`src/rtl/anton_neopixel_receiver_pkg.sv`:
```
// Shared state encoding and default timing for the NeoPixel receive path.
// The defaults assume a 7 MHz clock and the transmitter's 8-slot bit cell.
package anton_neopixel_receiver_pkg;

    typedef enum logic [1:0] {
        ENUM_RX_WAIT_LATCH = 2'd0,
        ENUM_RX_IDLE       = 2'd1,
        ENUM_RX_HIGH       = 2'd2,
        ENUM_RX_LOW        = 2'd3
    } rxState_e;

    localparam int BUFFER_END_DEFAULT    = 63;
    localparam int ONE_THRESHOLD_DEFAULT = 4;
    localparam int MAX_HIGH_DEFAULT      = 7;
    localparam int RESET_CYCLES_DEFAULT  = 350;
    localparam int CNT_BITS_DEFAULT      = 9;

    // Index width for values 0..count-1, never narrower than one bit.
    function automatic int indexBits(input int count);
        return (count <= 2) ? 1 : $clog2(count);
    endfunction

endpackage

```
`src/rtl/anton_neopixel_receiver_rx_sync.sv`:
```
// Two-flop synchronizer for an asynchronous line, with single-cycle
// rise/fall strobes derived from the synchronized level.
module anton_neopixel_rx_sync (
    input  logic clk_i,
    input  logic rst_i,
    input  logic async_i,
    output logic level_o,
    output logic rise_o,
    output logic fall_o
);

    logic meta_q;
    logic sync_q;
    logic prev_q;

    always_ff @(posedge clk_i) begin
        if (rst_i) begin
            meta_q <= 1'b0;
            sync_q <= 1'b0;
            prev_q <= 1'b0;
        end else begin
            meta_q <= async_i;
            sync_q <= meta_q;
            prev_q <= sync_q;
        end
    end

    assign level_o = sync_q;
    assign rise_o  = sync_q & ~prev_q;
    assign fall_o  = ~sync_q & prev_q;

endmodule

```
`src/rtl/anton_neopixel_receiver.sv`:
```
// WS2812-style stream decoder: measures high/low times of the synchronized
// line, rebuilds bytes MSB first and tags them with pixel/channel indices.
module anton_neopixel_receiver
    import anton_neopixel_receiver_pkg::*;
#(
    parameter int  BUFFER_END    = BUFFER_END_DEFAULT,
    parameter int  ONE_THRESHOLD = ONE_THRESHOLD_DEFAULT,
    parameter int  MAX_HIGH      = MAX_HIGH_DEFAULT,
    parameter int  RESET_CYCLES  = RESET_CYCLES_DEFAULT,
    parameter int  CNT_BITS      = CNT_BITS_DEFAULT,
    localparam int BUFFER_BITS   = indexBits(BUFFER_END + 1)
) (
    input  logic                   clk7mhz,
    input  logic                   rst,
    input  logic                   enable,
    input  logic                   neoDataIn,
    output logic [7:0]             byteData,
    output logic                   byteValid,
    output logic [BUFFER_BITS-1:0] pixelIndex,
    output logic [1:0]             channelIndex,
    output logic                   frameDone,
    output logic                   errPulse,
    output logic                   overflow
);

    localparam logic [CNT_BITS-1:0]    CNT_ONE   = CNT_BITS'(1);
    localparam logic [CNT_BITS-1:0]    CNT_MIN   = CNT_BITS'(2);
    localparam logic [CNT_BITS-1:0]    CNT_BIT1  = CNT_BITS'(ONE_THRESHOLD);
    localparam logic [CNT_BITS-1:0]    CNT_MAX   = CNT_BITS'(MAX_HIGH);
    localparam logic [CNT_BITS-1:0]    CNT_SAT   = CNT_BITS'(MAX_HIGH + 1);
    localparam logic [CNT_BITS-1:0]    CNT_LATCH = CNT_BITS'(RESET_CYCLES);
    localparam logic [CNT_BITS-1:0]    CNT_WAIT  = CNT_BITS'(RESET_CYCLES - 1);
    localparam logic [BUFFER_BITS-1:0] PIX_LAST  = BUFFER_BITS'(BUFFER_END);

    logic lineHigh;
    logic lineRise;
    logic lineFall;

    rxState_e               state_q, state_d;
    logic [CNT_BITS-1:0]    cnt_q, cnt_d;
    logic [7:0]             shift_q, shift_d;
    logic [2:0]             bitCnt_q, bitCnt_d;
    logic [BUFFER_BITS-1:0] pix_q, pix_d;
    logic [1:0]             chan_q, chan_d;
    logic                   full_q, full_d;
    logic                   anyByte_q, anyByte_d;
    logic [7:0]             byteData_q, byteData_d;
    logic                   byteValid_q, byteValid_d;
    logic [BUFFER_BITS-1:0] outPix_q, outPix_d;
    logic [1:0]             outChan_q, outChan_d;
    logic                   frameDone_q, frameDone_d;
    logic                   errPulse_q, errPulse_d;
    logic                   overflow_q, overflow_d;

    logic       pulseOk;
    logic       bitValue;
    logic [7:0] shiftIn;

    anton_neopixel_rx_sync uSync (
        .clk_i   (clk7mhz),
        .rst_i   (rst),
        .async_i (neoDataIn),
        .level_o (lineHigh),
        .rise_o  (lineRise),
        .fall_o  (lineFall)
    );

    // In HIGH, cnt_q equals the number of cycles the line has been high.
    assign pulseOk  = (cnt_q >= CNT_MIN) && (cnt_q <= CNT_MAX);
    assign bitValue = (cnt_q >= CNT_BIT1);
    assign shiftIn  = {shift_q[6:0], bitValue};

    always_ff @(posedge clk7mhz) begin
        if (rst) begin
            state_q     <= ENUM_RX_WAIT_LATCH;
            cnt_q       <= '0;
            shift_q     <= '0;
            bitCnt_q    <= '0;
            pix_q       <= '0;
            chan_q      <= '0;
            full_q      <= 1'b0;
            anyByte_q   <= 1'b0;
            byteData_q  <= '0;
            byteValid_q <= 1'b0;
            outPix_q    <= '0;
            outChan_q   <= '0;
            frameDone_q <= 1'b0;
            errPulse_q  <= 1'b0;
            overflow_q  <= 1'b0;
        end else begin
            state_q     <= state_d;
            cnt_q       <= cnt_d;
            shift_q     <= shift_d;
            bitCnt_q    <= bitCnt_d;
            pix_q       <= pix_d;
            chan_q      <= chan_d;
            full_q      <= full_d;
            anyByte_q   <= anyByte_d;
            byteData_q  <= byteData_d;
            byteValid_q <= byteValid_d;
            outPix_q    <= outPix_d;
            outChan_q   <= outChan_d;
            frameDone_q <= frameDone_d;
            errPulse_q  <= errPulse_d;
            overflow_q  <= overflow_d;
        end
    end

    always_comb begin
        state_d = state_q;
        if (!enable) begin
            state_d = ENUM_RX_WAIT_LATCH;
        end else begin
            case (state_q)
                ENUM_RX_WAIT_LATCH: if (!lineHigh && cnt_q == CNT_WAIT) state_d = ENUM_RX_IDLE;
                ENUM_RX_IDLE:       if (lineRise) state_d = ENUM_RX_HIGH;
                ENUM_RX_HIGH:       if (lineFall) state_d = pulseOk ? ENUM_RX_LOW : ENUM_RX_WAIT_LATCH;
                ENUM_RX_LOW: begin
                    if (lineRise) begin
                        state_d = ENUM_RX_HIGH;
                    end else if (cnt_q == CNT_LATCH) begin
                        state_d = ENUM_RX_IDLE;
                    end
                end
                default:            state_d = ENUM_RX_WAIT_LATCH;
            endcase
        end
    end

    always_comb begin
        cnt_d       = cnt_q;
        shift_d     = shift_q;
        bitCnt_d    = bitCnt_q;
        pix_d       = pix_q;
        chan_d      = chan_q;
        full_d      = full_q;
        anyByte_d   = anyByte_q;
        byteData_d  = byteData_q;
        byteValid_d = 1'b0;
        outPix_d    = outPix_q;
        outChan_d   = outChan_q;
        frameDone_d = 1'b0;
        errPulse_d  = 1'b0;
        overflow_d  = overflow_q;

        if (!enable) begin
            cnt_d    = '0;
            shift_d  = '0;
            bitCnt_d = '0;
        end else begin
            case (state_q)
                ENUM_RX_WAIT_LATCH: begin
                    if (lineHigh) begin
                        cnt_d = '0;
                    end else if (cnt_q == CNT_WAIT) begin
                        cnt_d     = '0;
                        shift_d   = '0;
                        bitCnt_d  = '0;
                        pix_d     = '0;
                        chan_d    = '0;
                        full_d    = 1'b0;
                        anyByte_d = 1'b0;
                    end else begin
                        cnt_d = cnt_q + CNT_ONE;
                    end
                end
                ENUM_RX_IDLE: begin
                    if (lineRise) cnt_d = CNT_ONE;
                end
                ENUM_RX_HIGH: begin
                    if (lineFall) begin
                        if (!pulseOk) begin
                            errPulse_d = 1'b1;
                            cnt_d      = '0;
                            shift_d    = '0;
                            bitCnt_d   = '0;
                        end else begin
                            cnt_d    = CNT_ONE;
                            shift_d  = shiftIn;
                            bitCnt_d = bitCnt_q + 3'd1;
                            // Once the last channel of BUFFER_END is used, indices freeze.
                            if (bitCnt_q == 3'd7) begin
                                anyByte_d = 1'b1;
                                if (full_q) begin
                                    overflow_d = 1'b1;
                                end else begin
                                    byteValid_d = 1'b1;
                                    byteData_d  = shiftIn;
                                    outPix_d    = pix_q;
                                    outChan_d   = chan_q;
                                    if (chan_q == 2'd2) begin
                                        chan_d = 2'd0;
                                        if (pix_q == PIX_LAST) begin
                                            full_d = 1'b1;
                                        end else begin
                                            pix_d = pix_q + BUFFER_BITS'(1);
                                        end
                                    end else begin
                                        chan_d = chan_q + 2'd1;
                                    end
                                end
                            end
                        end
                    end else if (cnt_q != CNT_SAT) begin
                        cnt_d = cnt_q + CNT_ONE;
                    end
                end
                ENUM_RX_LOW: begin
                    if (lineRise) begin
                        cnt_d = CNT_ONE;
                    end else if (cnt_q == CNT_LATCH) begin
                        errPulse_d  = (bitCnt_q != 3'd0);
                        frameDone_d = anyByte_q;
                        cnt_d       = '0;
                        shift_d     = '0;
                        bitCnt_d    = '0;
                        pix_d       = '0;
                        chan_d      = '0;
                        full_d      = 1'b0;
                        anyByte_d   = 1'b0;
                        overflow_d  = 1'b0;
                    end else begin
                        cnt_d = cnt_q + CNT_ONE;
                    end
                end
                default: cnt_d = '0;
            endcase
        end
    end

    assign byteData     = byteData_q;
    assign byteValid    = byteValid_q;
    assign pixelIndex   = outPix_q;
    assign channelIndex = outChan_q;
    assign frameDone    = frameDone_q;
    assign errPulse     = errPulse_q;
    assign overflow     = overflow_q;

endmodule

```
`config.mk`:
```
export PLATFORM = sky130hd
export DESIGN_NAME = anton_neopixel_receiver
export DESIGN_NICKNAME = d
export VERILOG_FILES = /design/src/rtl/anton_neopixel_receiver_pkg.sv /design/src/rtl/anton_neopixel_receiver_rx_sync.sv /design/src/rtl/anton_neopixel_receiver.sv
export SDC_FILE = /design/constraint.sdc
export NUM_CORES = 1
export LEC_CHECK = 0
export CAP_MARGIN = 25
export CELL_PAD_IN_SITES_DETAIL_PLACEMENT = 0
export CELL_PAD_IN_SITES_GLOBAL_PLACEMENT = 2
export CORE_AREA = 2 2 90 92
export DETAILED_ROUTE_END_ITERATION = 10
export DIE_AREA = 0 0 92 94
export GPL_TIMING_DRIVEN = 0
export PLACE_DENSITY_LB_ADDON = 0.12
export SYNTH_ARGS = -nofsm -noshare
export SYNTH_HDL_FRONTEND = slang
export SYNTH_SLANG_ARGS = --single-unit
```
`constraint.sdc`:
```
create_clock -name clk7mhz -period 5.1 [get_ports clk7mhz]
set_input_delay 1.02 -clock clk7mhz [delete_from_list [all_inputs] [get_ports clk7mhz]]
set_output_delay 1.02 -clock clk7mhz [all_outputs]
set_load 0.03 [all_outputs]
```
==> results.json <==
{
  "hold_class": "reg -> reg",
  "synth_compound_area_frac": 0.1633,
  "synthFlopType": "dfxtp_1",
  "final_antenna_net_count": 0,
  "layout_commonest_cell": "dfxtp_1",
  "insertion_delay_ns": 0.32,
  "relSlewSlack": 0.4207,
  "final_net_count": 312,
  "finalCriticalPeriod_ns": 2.867,
  "reg2regPathDepth": 8,
  "cts_tree": "built",
  "switchingPower_mw": 0.1670,
  "rr_endpoint": "pix_q[5]",
  "finalCritPeriodShare": 0.5621,
  "whs_endpoint": "uSync.level_o",
  "drt_iter0_markers": 56,
  "die_w_um": 92,
  "cts_max_path_buffers": 2,
  "final_cell_area_um2": 2967,
  "synth_xor_area_frac": 0.02104,
  "synth.top_cells.by_area": "dfxtp_1 (43%), mux2i_1 (6.4%), nor2_1 (4.4%), ha_1 (4.0%), a21oi_1 (3.6%)",
  "die_h_um": 94,
  "postCtsHoldBufs": 0,
  "grt_usage": 0.1461,
  "ys_seq_area_frac": 0.4329,
  "synth_nets": 283,
  "grt_pass1_vias": 2006,
  "dpl.hpwl_um": 4179,
  "avgSynthCellArea_um2": 9.215,
  "endpoint_kind": "flip-flop",
  "holdCritStartpoint": "uSync.meta_q",
  "synth_area_um2": 2497,
  "antenna_found_initial": 0,
  "ir_drop_v": 0.0001340,
  "p_comb_frac": 0.029,
  "setup_viol": 0,
  "drcViolationCount": 0,
  "rows": 32,
  "fin_util": 0.3900,
  "core_area_um2": 7607,
  "yosys.area_share.simple": 0.2295,
  "synth.lib_cells_used.distinct": 51,
  "antenna_cells": 0,
  "worstPathRequired_ns": 5.36,
  "die_area_um2": 8648,
  "hold_viol_final": 0,
  "power_density_nw_per_um2": 255.8,
  "wl_per_cell_um": 14.71,
  "synth_edf_count": 0,
  "cellLeakagePower_nw": 1.005,
  "place_area_um2": 2845,
  "cts_inserted_buffers": 5,
  "fillCellCount": 803,
  "status": "finished clean",
  "power_frac_clock": 0.411,
  "cp-start-kind": "flip-flop",
  "synthCells": 271,
  "grt-ovfl-total": 0,
  "timing.fmax_mhz": 348.8,
  "vias_per_cell": 5.050,
  "ys_warn_count": 0,
  "grt_first_pass_wirelength_um": 10050,
  "worstMarginPinSlew_ns": 0.8689,
  "worstHoldPathCells": 1,
  "synthArstFlopShare": 0,
  "rr_startpoint": "bitCnt_q[1]",
  "grt_max_degree": 18,
  "final_cell_mix": "dfxtp_1 (54), nor2_1 (29), clkdlybuf4s50_1 (22)",
  "cts_max_level": 2,
  "final_max_slew_viol_count": 0,
  "drive_gt1_frac": 0.07973,
  "switching_share": 0.2201,
  "criticalPathCategory": "reg -> reg",
  "area_delta_synth_final_pct": 18.79,
  "cts_sinks": 54,
  "ios": 24,
  "place_congestion": 0.7917,
  "crit_fanout": 10,
  "rsz0062_at_grt": "false",
  "r2r_slack_ns": 2.23,
  "synth_top_area_cell": "dfxtp_1",
  "worst_clock_skew_ns": 0.01049,
  "clkTransAtPathRegs_ns": 0.11,
  "seq_power_share": 0.559,
  "worstPathArrival_ns": 3.12,
  "cts_setup_buffers": 0,
  "portBuffers": 22,
  "crit_path_start": "bitCnt_q[1]",
  "ys_seq_elements": 54,
  "finalWirelength_um": 5930,
  "p_int_mw": 0.5918,
  "initial_utilization": 0.3283,
  "setup_tns_ns": 0,
  "clock-root-buffer": "clkbuf_8",
  "synth_top_family_by_area": "simple AND/OR/NAND/NOR gates",
  "maxCapViolCount": 0,
  "yosysTopAreaCellShare": 0.4329,
  "vias": 2035,
  "synthMuxAreaShare": 0.06864,
  "cts_repair_resize_count": 0,
  "first_pass_iters": 4,
  "synth_fa_ha_area_frac": 0.04008
}
==> power groups by stage <==
stage	clock [mW]	sequential, mW	combinational [mW]
3_5_place_dp	0	0.434	0.0226
6_report	0.312	0.424	0.0222
5_1_grt	0.341	0.425	0.0251
2_1_floorplan	0	0.434	0.0147
3_3_place_gp	0	0.434	0.0228
4_1_cts	0.327	0.425	0.0228
==> how the worst max path moves through the flow <==
stage                   to  slack [ns]  cells after the start
2_1_floorplan     pix_q[5]        2.54                      8
3_3_place_gp   bitCnt_q[0]        2.00                      5
3_5_place_dp   bitCnt_q[0]        1.92                      5
4_1_cts           pix_q[5]        2.18                      8
5_1_grt           pix_q[5]        2.03                      8
6_report          pix_q[5]        2.23                      8
==> flip-flops by register name, summed over array words and instances, names as in the netlist <==
| name | count |
|---|---|
| cnt_q | 9 |
| errPulse | 1 |
| chan_q | 2 |
| uSync.prev_q | 1 |
| shift_q | 7 |
| overflow | 1 |
| channelIndex | 2 |
| pix_q | 6 |
| anyByte_q | 1 |
| pixelIndex | 6 |
| bitCnt_q | 3 |
| byteData | 8 |
| byteValid | 1 |
| uSync.level_o | 1 |
| uSync.meta_q | 1 |
| frameDone | 1 |
| state_q | 2 |
| full_q | 1 |
==> worst max-delay path, stage by stage, from the launching register on <==
cell and delay [ns]:
dfxtp_1 0.37, ha_1 0.16, ha_1 0.22, or3b_1 0.36, a2111o_1 0.44, o31ai_2 0.29
nand4_2 0.26, or4_1 0.57, a21oi_1 0.14
==> cell type report <==
| class | instances | area [um2] | area share |
|---|---|---|---|
| clock inverter | 2 | 38.79 | 0.01307 |
| tap | 102 | 127.6 | 0.04302 |
| sequential | 54 | 1081 | 0.3644 |
| inverter | 9 | 33.78 | 0.01139 |
| clock buffer | 6 | 82.58 | 0.02784 |
| timing repair buffer | 22 | 220.2 | 0.07423 |
| multi-input combinational | 197 | 1305 | 0.4399 |
| buffer | 11 | 77.57 | 0.02615 |
==> cell usage after synthesis, types with 2 or more instances <==
cell	number
a31oi_1	2
nor2_1	29
xor2_1	6
a221oi_1	2
or4_1	4
nor4_1	3
a22o_1	9
nand2_1	18
ha_1	8
a21oi_1	18
and3_1	4
clkbuf_1	5
nand3_1	9
inv_1	9
or3_1	8
nor2b_1	6
and3_2	2
buf_4	3
and4_1	3
dfxtp_1	54
o21a_1	4
nand4_1	6
and2_1	2
nand2b_1	3
o21ai_0	9
mux2i_1	16
nor3_1	5
==> metrics by stage <==
stage	hold slack, ns	worst slack [ns]	power, mW	cells
after floorplan	0.4138	2.536	0.4486	271
after global placement	0.4203	2.003	0.4572	395
after detailed placement	0.4239	1.922	0.4569	395
after CTS	0.4489	2.184	0.7748	403
after global routing	0.4724	2.031	0.7909	403
final	0.4445	2.233	0.7588	403
==> routing by layer <==
| layer | routed length (um) | global-route usage | vias up |
|---|---|---|---|
| met3 | 154 | 0.03130 | 10 |
| met2 | 2752 | 0.2377 | 29 |
| met5 | 0 | 0 | - |
| met4 | 87 | 0.04726 | 0 |
| met1 | 2936 | 0.1935 | 953 |
| li1 | - | - | 1043 |
==> kinds of logic (layout without fill, tap and decap cells) <==
kind of cell               after synthesis  after routing
xor gates and xnor gates                 6              6
buffers and inverters                   20             50
adders and majority gates                8              8
AOI/OAI and AO/OA                       57             57
DFF                                     54             54
muxes                                   17             17
and+or+nand+nor                        109            109
(Power assumes the default switching activity.)
